File: src/rtl/seqdet_stream_ctrl.sv
// Stream controller for the bit-serial sequence detector: serializes handshaked words,
// programs pattern/length and counts hits. Define SEQDET_CTRL_LSB_FIRST_EN for LSB-first serialization.
module seqdet_stream_ctrl #(
  parameter int          DATA_W      = 8,
  parameter int          CNT_W       = 8,
  parameter logic [3:0]  RST_PATTERN = 4'b1011,
  parameter logic [2:0]  RST_LEN     = 3'd4
) (
  input  logic              clk,
  input  logic              rst_n,
  input  logic              ena,
  input  logic              cfg_we,
  input  logic [3:0]        cfg_pattern,
  input  logic [2:0]        cfg_len,
  output logic              cfg_err,
  input  logic [DATA_W-1:0] in_data,
  input  logic              in_valid,
  output logic              in_ready,
  output logic              det_bit,
  output logic              det_step,
  output logic              det_clear,
  input  logic              det_hit,
  output logic [3:0]        pat_out,
  output logic [2:0]        len_out,
  output logic              hit_pulse,
  output logic [CNT_W-1:0]  hit_count,
  input  logic              cnt_clr,
  output logic              busy
);

  localparam int              IDX_W    = (DATA_W > 1) ? $clog2(DATA_W) : 1;
  localparam logic [IDX_W-1:0] IDX_LAST = IDX_W'(DATA_W - 1);

  typedef enum logic [1:0] {IDLE, CLEAR, SHIFT} state_t;

  state_t             state_q, state_d;
  logic [DATA_W-1:0]  sreg_q, sreg_d;
  logic [IDX_W-1:0]   idx_q, idx_d;
  logic [3:0]         pat_q, pat_d;
  logic [2:0]         len_q, len_d;
  logic [CNT_W-1:0]   cnt_q, cnt_d;
  logic               samp_q, samp_d;
  logic               pulse_q, pulse_d;
  logic               err_q, err_d;

  logic is_idle, in_shift, last_bit, cfg_ok, accept, hit;

  function automatic logic [CNT_W-1:0] sat_inc(input logic [CNT_W-1:0] v);
    return (&v) ? v : v + 1'b1;
  endfunction

  function automatic logic len_legal(input logic [2:0] l);
    return (l != 3'd0) && (l <= 3'd4);
  endfunction

  assign is_idle  = (state_q == IDLE);
  assign in_shift = (state_q == SHIFT);
  assign last_bit = (idx_q == IDX_LAST);
  assign cfg_ok   = is_idle & len_legal(cfg_len);
  // A config strobe in IDLE owns the cycle, so the word waits.
  assign in_ready = ena & ((is_idle & ~cfg_we) | (in_shift & last_bit));
  assign accept   = in_valid & in_ready;
  assign hit      = samp_q & det_hit;

`ifdef SEQDET_CTRL_LSB_FIRST_EN
  assign det_bit  = in_shift & sreg_q[0];
`else
  assign det_bit  = in_shift & sreg_q[DATA_W-1];
`endif
  assign det_step  = ena & in_shift;
  assign det_clear = ena & (state_q == CLEAR);
  assign hit_pulse = ena & pulse_q;
  assign cfg_err   = ena & err_q;
  assign busy      = ~is_idle;
  assign pat_out   = pat_q;
  assign len_out   = len_q;
  assign hit_count = cnt_q;

  always_comb begin
    state_d = state_q;
    sreg_d  = sreg_q;
    idx_d   = idx_q;
    pat_d   = pat_q;
    len_d   = len_q;
    cnt_d   = cnt_q;
    samp_d  = samp_q;
    pulse_d = pulse_q;
    err_d   = err_q;
    if (ena) begin
      // Stage boundary: the step flag lines det_hit up one cycle after the detector advanced.
      samp_d  = in_shift;
      pulse_d = hit;
      err_d   = cfg_we & ~cfg_ok;
      if (cnt_clr)  cnt_d = '0;
      else if (hit) cnt_d = sat_inc(cnt_q);
      case (state_q)
        IDLE: begin
          if (cfg_we && cfg_ok) begin
            pat_d   = cfg_pattern;
            len_d   = cfg_len;
            state_d = CLEAR;
          end
        end
        CLEAR: state_d = IDLE;
        SHIFT: begin
`ifdef SEQDET_CTRL_LSB_FIRST_EN
          sreg_d = sreg_q >> 1;
`else
          sreg_d = sreg_q << 1;
`endif
          idx_d = idx_q + 1'b1;
          if (last_bit) state_d = IDLE;
        end
        default: state_d = IDLE;
      endcase
      if (accept) begin
        sreg_d  = in_data;
        idx_d   = '0;
        state_d = SHIFT;
      end
    end
  end

  always_ff @(posedge clk) begin
    if (!rst_n) begin
      state_q <= IDLE;
      idx_q   <= '0;
      pat_q   <= RST_PATTERN;
      len_q   <= RST_LEN;
      cnt_q   <= '0;
      samp_q  <= 1'b0;
      pulse_q <= 1'b0;
      err_q   <= 1'b0;
    end else begin
      state_q <= state_d;
      idx_q   <= idx_d;
      pat_q   <= pat_d;
      len_q   <= len_d;
      cnt_q   <= cnt_d;
      samp_q  <= samp_d;
      pulse_q <= pulse_d;
      err_q   <= err_d;
    end
  end

  // Word data needs no reset: it is only observed while SHIFT, which requires a fresh load.
  always_ff @(posedge clk) begin
    sreg_q <= sreg_d;
  end

endmodule

File: config.mk
export PLATFORM = sky130hd
export DESIGN_NAME = seqdet_stream_ctrl
export DESIGN_NICKNAME = d
export VERILOG_FILES = /design/src/rtl/seqdet_stream_ctrl.sv
export SDC_FILE = /design/constraint.sdc
export NUM_CORES = 1
export LEC_CHECK = 0
export ABC_AREA = 0
export CAP_MARGIN = 15
export CORE_ASPECT_RATIO = 1.4
export CORE_MARGIN = 10
export CORE_UTILIZATION = 35
export CTS_CLUSTER_DIAMETER = 80
export DETAILED_ROUTE_END_ITERATION = 10
export MAX_ROUTING_LAYER = met4
export PLACE_DENSITY = 0.72
export SLEW_MARGIN = 20
export SYNTH_ARGS = -nofsm -noshare
export SYNTH_HDL_FRONTEND = slang
export SYNTH_SLANG_ARGS = --single-unit
File: constraint.sdc
create_clock -name clk -period 3.5 [get_ports clk]
set_input_delay 0.35 -clock clk [delete_from_list [all_inputs] [get_ports clk]]
set_output_delay 0.35 -clock clk [all_outputs]
set_load 0.02 [all_outputs]
; Word level (Yosys, flattened, before mapping)
; Index checks and enable logic that the tools add are counted.
[word_totals]
reg_bits = 31
latch_bits = 0
mem_bits_rw = 0
romBits = 0
inputBits = 22
out_inout_bits = 22
word_cells = 56
mem_count = 0
[classes]
n_addsub = 2
mul = 0
div = 0
magnitude_cmp = 1
eq_ne = 6
shift = 0
mux = 11
bitwise_logic = 16
reduce_logical = 11
[ops]
columns = op, n
row1 = $mux 8, 5
row2 = $and 1x1->1, 12
row3 = $reduce_and 3->1, 3
row4 = $add 8x1->8 const B, 1
row5 = $reduce_and 8->1, 1
row6 = $mux 2, 3
row7 = $mux 3, 2
row8 = $ne 3x1->1 const B, 2
row9 = $pmux 2 s2, 1
row10 = $reduce_bool 2->1, 2
row11 = $add 3x1->3 const B, 1
row12 = $eq 3x3->1 const B, 1
row13 = $le 3x3->1 const B, 1
row14 = $not 1->1, 3
row15 = $reduce_bool 3->1, 1
row16 = $eq 2x1->1 const B, 1
row17 = $eq 2x2->1 const B, 1
row18 = $logic_and 1x1->1, 2
row19 = $logic_not 2->1, 1
row20 = $ne 2x2->1 const B, 1
row21 = $reduce_and 2->1, 1
row22 = $or 1x1->1, 1

; Depth between registers and ports, before layout
; Gate-level depths: netlist of run 1.
[logic_depth]
word_depth = 7
mapped_depth = 6
depth_no_buf = 6

; Worst setup path before layout of run 1
; OpenSTA, ideal clock, no wires.
[synth_path]
kind = reg-to-reg
startpoint = reg idx_q[0]
endpoint = reg sreg_q[1], data pin
setup_time_ns = 0.260
arrival_time_ns = 1.589
required_ns = 3.240
setup_slack_ns = 1.651
stages_incl_launch_ff = 6
n_path_buf = 0
period_less_slack_ns = 1.849
cell_sequence = dfxtp_1 ha_1 ha_1 and2_1 o2111ai_2 mux2_2
[synth_between]
elab_chain_len = 6
[synth_rtl]
columns = element, line
row1 = "start, declared", 38  ; logic [IDX_W-1:0] idx_q, idx_d;
row2 = "start signal, assigned", 136  ; idx_q <= idx_d;
row3 = $eq 3x3->1, 58  ; assign last_bit = (idx_q == IDX_LAST);
row4 = $and 1x1->1, 61  ; assign in_ready = ena & ((is_idle & ~cfg_we) | (in_shift & last_bit));
row5 = $or 1x1->1, 61
row6 = $and 1x1->1, 61
row7 = $and 1x1->1, 62  ; assign accept = in_valid & in_ready;
row8 = $mux 8, 116  ; if (accept) begin
row9 = "end signal, assigned", 148  ; sreg_q <= sreg_d;
row10 = "end, declared", 37  ; logic [DATA_W-1:0] sreg_q, sreg_d;
; No other way between the ends.
; A chain may end at the register's enable or synchronous reset.

; Worst setup path after layout of run 1
[layout_path]
startpoint = in ena
endpoint = out in_ready
[layout_between]
elab_chain_len = 1
[layout_rtl]
columns = element, line
row1 = "start, declared", 11  ; input logic ena,
row2 = $and 1x1->1, 61
row3 = "end, declared", 18  ; output logic in_ready,
; No other way between the ends.

==> flow_metrics.py, run 1 <==
metrics = {
    "logic_synthesis": {
        "async_flop_share": 0,
        "synth-seq-cells": 31,
        "synth-edff-count": 8,
        "ys_warn_count": 0,
        "netlist_area_mm2": 0.001491,
        "yosysTopAreaCellShare": 0.3087,
        "synth_area_leader_cell": "dfxtp_1",
        "synth_cell_types": 44,
        "syn_inst": 148,
        "synth.area.top_cells": "dfxtp_1 (31%), edfxtp_1 (16%), mux2_2 (5.3%), mux2i_1 (4.0%), nand2_1 (3.8%)",
        "synth_ff_type": "dfxtp_1",
        "syn_nets": 173,
        "ys_seq_area_frac": 0.4698,
        "syn_area_per_cell_um2": 10.08,
    },
    "layout": {
        "layout_commonest_cell": "clkdlybuf4s50_1",
        "num_antenna_cells": 0,
        "mostFrequentLayoutCells": "clkdlybuf4s50_1 (43), dfxtp_1 (23), nand2_1 (15)",
        "drive_gt1_frac": 0.1088,
        "syn_to_final_growth_pct": 36.49,
        "nets": 217,
    },
    "global_route": {
        "grt_pass1_wl_um": 5865,
        "antenna_found_initial": 0,
        "grtUsageTotal": 0.1047,
        "grt_remaining_overflow": 0,
        "grt_max_degree": 27,
        "grt_pass1_vias": 1260,
    },
    "clocking": {
        "path_clk_slew_ns": 0.07,
        "cts_resized": 0,
        "cts_sinks": 31,
        "root_buffer": "clkbuf_8",
        "clock_latency_ns": 0.29,
        "cts_tree": "done",
        "cts_setup_buffers": 0,
        "postCtsHoldBufs": 0,
        "ctsLongestPathBuffers": 2,
        "cts_buffers": 5,
        "h-tree-depth": 2,
    },
    "floorplanning": {
        "die_h_um": 97.24,
        "num_rows": 28,
        "die_w_um": 75.17,
        "initial_core_util": 0.3577,
        "die_area_mm2": 0.007310,
        "core-area_mm2": 0.004169,
        "num_io_pins": 44,
    },
    "setup_path": {
        "arrival_ns": 2.40,
        "crit_type": "in2out",
        "crit_path_max_incr_delay_ns": 0.81,
        "path_common_cell": "clkdlybuf4s50_1",
        "crit_slowest_cell": "clkdlybuf4s50_1",
        "required_ns": 3.15,
        "critPathLaunchType": "primary input",
        "end_kind": "output port",
        "worstPathMaxFanout": 16,
        "crit_chain": "clkdlybuf4s50_1, inv_1, nor3_1, clkdlybuf4s50_1",
    },
    "sta": {
        "setup_viol_count_final": 0,
        "fmax_mhz": 363.2,
        "tightest_slew_ns": 0.8395,
        "holdWs_ns": 0.4624,
        "fin_tns_setup_ns": 0,
        "maxSlewViolCount": 0,
        "report.final.hold_viol_count": 0,
        "rsz0062_at_grt": "no",
        "period_share": 0.7866,
        "post-route-min-period_ns": 2.753,
        "relSlewSlack": 0.4386,
        "fin_skew_ns": 0.005379,
    },
    "detailed_routing": {
        "drtIter0Drc": 171,
        "post_drt_via_cell_ratio": 5.521,
        "drt_pass1_iterations": 4,
        "drtAntennaViolNets": 0,
        "vias": 1314,
        "drc": 0,
        "drt-total-wl_um": 3581,
        "wl_per_cell_um": 15.05,
    },
    "power_and_ir_drop": {
        "leakagePower_nw": 0.7713,
        "p_per_area_mw_per_mm2": 370.9,
        "vdd_drop_max_mv": 0.2922,
    },
    "run": {
        "drv_cap": 0,
    },
    "placed_design": {
        "port-buffer-count": 43,
        "dp_hpwl_um": 2679,
        "routabilityCongestion": 0.8218,
    },
    "run_status": {
        "status": "finished clean",
    },
    "worst_hold_path": {
        "holdCritPathClass": "reg2reg",
    },
}
synth_stat cells, types with 2 or more instances:
cell and number:
dfxtp_1 23, nand2_1 15, edfxtp_1 8, nor2_1 8
o21ai_0 8, mux2_2 7, mux2i_1 6, nand3_1 6
nor3_1 6, and3_1 5, inv_1 5, and2_1 4
clkbuf_1 4, a21boi_0 3, a21oi_1 3, ha_1 3
nand4_1 3, a21boi_1 2, a31o_2 2, nand2b_1 2
nor4_1 2
final timing paths:
path | start | endpoint | slack, ns | cells past startpoint
worst max-delay path | ena | in_ready | 0.75 | 4
worst min-delay path | len_out[0] | len_out[0] | 0.46 | 2
worst max register to register | idx_q[0] | sreg_q[5] | 1.47 | 5
worst min register to register | len_out[0] | len_out[0] | 0.46 | 2
worst max-delay path, delay by kind of cell:
kind | cells | cell delay [ns]
buf+inv | 3 | 1.73
simple gates | 1 | 0.31
per-layer routing:
layer  share of wire  wire, µm  track usage  up-vias
met4           0.021        76      0.05165        0
met1            0.41      1485       0.1182      616
met2            0.49      1749       0.1576       52
met3           0.075       270      0.03783        9
met5               0         0            -        -
li1                -         -            -      637
stage by stage:
step                      setup WS, ns  utilization  instance area (µm²)  total power [mW]  cells
after floorplan                  1.651            -                 1491            0.4387    148
after global placement          0.8692       0.4670                 1947            0.4835    230
after detailed placement        0.7872       0.4670                 1947            0.4839    230
after CTS                       0.7699       0.4883                 2036            0.7642    238
after global routing            0.5791       0.4883                 2036            0.7918    238
final                           0.7470       0.4883                 2036            0.7550    238
registers in the layout (all words and copies together) (netlist names):
register,flops
hit_count,8
sreg_q,8
pat_out,4
idx_q,3
len_out,3
state_q,2
err_q,1
pulse_q,1
samp_q,1
kinds of logic (layout without fill, tap and decap cells):
group	after synthesis	in the layout	synth area share
AOI/OAI and AO/OA	30	30	0.1493
muxes	13	13	0.09313
DFF	31	31	0.4698
adders and majority gates	3	3	0.02517
xor gates and xnor gates	1	1	0.005874
buffers and inverters	11	56	0.03355
and+or+nand+nor	59	59	0.2232
area by class of cell:
type / instances / area [µm²]
inverters: 5 / 18.77
repair buffers: 43 / 430.4
clock buffers: 5 / 68.82
multi-input cells: 106 / 740.7
clock inverters: 3 / 20.02
well taps: 45 / 56.30
flip-flops and latches: 31 / 700.7
fillers: 408 / 2133
power breakdown:
group	leakage [nW]	internal (mW)	switching, mW
clock	0.0402	0.138	0.142
sequential	0.260	0.379	0.00494
combinational	0.471	0.0489	0.0423
No activity file was read; power rests on OpenSTA's default activity.
==> run 2: changes to the inputs <==
- clock period: 3.5 -> 2.8 ns (I/O delays scaled with it)
==> flow_metrics.py, run 2 (synthesis gave the netlist of run 1 again) <==
metrics = {
    "sta": {
        "period_share": 0.8529,
        "holdWs_ns": 0.4557,
        "fin_ws_ns": 0.4119,
        "report.final.hold_viol_count": 0,
        "rsz0062_at_grt": "no",
        "maxSlewViolCount": 0,
        "fin_skew_ns": 0.004254,
        "tightest_slew_ns": 0.6426,
        "post-route-min-period_ns": 2.388,
        "relSlewSlack": 0.5698,
        "fin_tns_setup_ns": 0,
        "fmax_mhz": 418.7,
        "setup_viol_count_final": 0,
    },
    "layout": {
        "nets": 219,
        "fin_cells": 240,
        "layout_commonest_cell": "clkdlybuf4s50_1",
        "syn_to_final_growth_pct": 37.16,
        "mostFrequentLayoutCells": "clkdlybuf4s50_1 (43), dfxtp_1 (23), nand2_1 (15)",
        "drive_gt1_frac": 0.1179,
        "fin_area_mm2": 0.002046,
        "num_antenna_cells": 0,
    },
    "power_and_ir_drop": {
        "vdd_drop_max_mv": 0.3569,
        "switching_share": 0.2405,
        "p_per_area_mw_per_mm2": 454.5,
        "internal_power_uw": 706.2,
        "pwr-share-clk": 0.359,
        "leakagePower_nw": 0.7884,
        "seq_power_share": 0.516,
        "p_comb_frac": 0.125,
        "switchingPower_uw": 223.6,
    },
    "run_status": {
        "status": "finished clean",
    },
    "clocking": {
        "path_clk_slew_ns": 0.06,
        "cts_resized": 0,
        "clock_latency_ns": 0.28,
        "ctsLongestPathBuffers": 2,
        "cts_setup_buffers": 0,
        "h-tree-depth": 2,
        "cts_buffers": 5,
        "postCtsHoldBufs": 0,
        "cts_sinks": 31,
        "root_buffer": "clkbuf_8",
        "cts_tree": "done",
    },
    "floorplanning": {
        "die_h_um": 97.24,
        "num_rows": 28,
        "core-area_mm2": 0.004169,
        "num_io_pins": 44,
        "die_area_mm2": 0.007310,
        "die_w_um": 75.17,
        "initial_core_util": 0.3577,
    },
    "detailed_routing": {
        "drtAntennaViolNets": 0,
        "drc": 0,
        "drtIter0Drc": 137,
        "drt_pass1_iterations": 4,
        "post_drt_via_cell_ratio": 5.429,
        "vias": 1303,
        "wl_per_cell_um": 14.81,
        "drt-total-wl_um": 3555,
    },
    "setup_path": {
        "end_kind": "output port",
        "arrival_ns": 2.11,
        "crit_slowest_cell": "clkdlybuf4s50_1",
        "critPathLaunchType": "primary input",
        "required_ns": 2.52,
        "worstPathMaxFanout": 11,
        "crit_type": "in2out",
        "path_common_cell": "clkdlybuf4s50_1",
        "crit_path_max_incr_delay_ns": 0.70,
        "crit_chain": "clkdlybuf4s50_1, inv_1, nor3_1, clkdlybuf4s50_1",
    },
    "global_route": {
        "use_met2": 0.1589,
        "grt_pass1_vias": 1317,
        "grtUsageTotal": 0.1065,
        "grt_remaining_overflow": 0,
        "grt_util_met1": 0.1273,
        "antenna_found_initial": 0,
        "use_met3": 0.03272,
        "grt_max_degree": 20,
        "gr-max-usage-layer": "met2",
        "grt_pass1_wl_um": 6044,
    },
    "placed_design": {
        "dp_hpwl_um": 2740,
        "postPlaceCellArea_mm2": 0.001962,
        "port-buffer-count": 43,
        "place_ws_ns": 0.3877,
        "routabilityCongestion": 0.8399,
        "dp_cells": 232,
    },
    "run": {
        "drv_cap": 0,
    },
    "worst_hold_path": {
        "holdCritPathClass": "reg2reg",
    },
}
-- run 2: cell count changes in the layout (fill, tap and decap cells not counted) --
cell / change
buf_4: +2
clkinv_2: +2
clkinvlp_4: -2
-- run 2: layout make-up --
class                           count  area [µm²]
Clock buffer                        5       68.82
Fill cell                         386        2123
Timing Repair Buffer               45       445.4
Inverter                            5       18.77
Multi-Input combinational cell    106       740.7
Sequential cell                    31       700.7
Tap cell                           45       56.30
Clock inverter                      3       15.01
-- run 2: metrics by stage --
step / utilization / total power [mW]
4_1_cts: 0.4907 / 0.9421
2_1_floorplan: - / 0.5484
6_report: 0.4907 / 0.9298
3_5_place_dp: 0.4706 / 0.6075
5_1_grt: 0.4907 / 0.9697
3_3_place_gp: 0.4706 / 0.6063
-- run 2: critical path: cells and delay by family --
| kind | cells | cell delay (ns) |
|---|---|---|
| buf+inv | 3 | 1.57 |
| simple gates | 1 | 0.25 |
-- run 2: power groups by stage --
stage | clock network [mW] | registers, mW | logic, mW
after floorplan | 0 | 0.493 | 0.0549
after global placement | 0 | 0.490 | 0.116
after detailed placement | 0 | 0.490 | 0.118
after CTS | 0.344 | 0.480 | 0.118
after global routing | 0.361 | 0.481 | 0.127
final | 0.333 | 0.480 | 0.116
-- run 2: final timing paths --
path,start,end,slack (ns),depth (start not counted)
hold reg to reg,pat_out[2],pat_out[2],0.46,2
setup reg to reg,idx_q[0],sreg_q[7],0.80,5
hold / removal,pat_out[2],pat_out[2],0.46,2
setup / recovery,ena,in_ready,0.41,4
-- run 2: per-layer routing --
layer / up-vias / part of all wire
met5: - / 0
li1: 642 / -
met2: 44 / 0.49
met4: 0 / 0.021
met1: 611 / 0.42
met3: 6 / 0.067
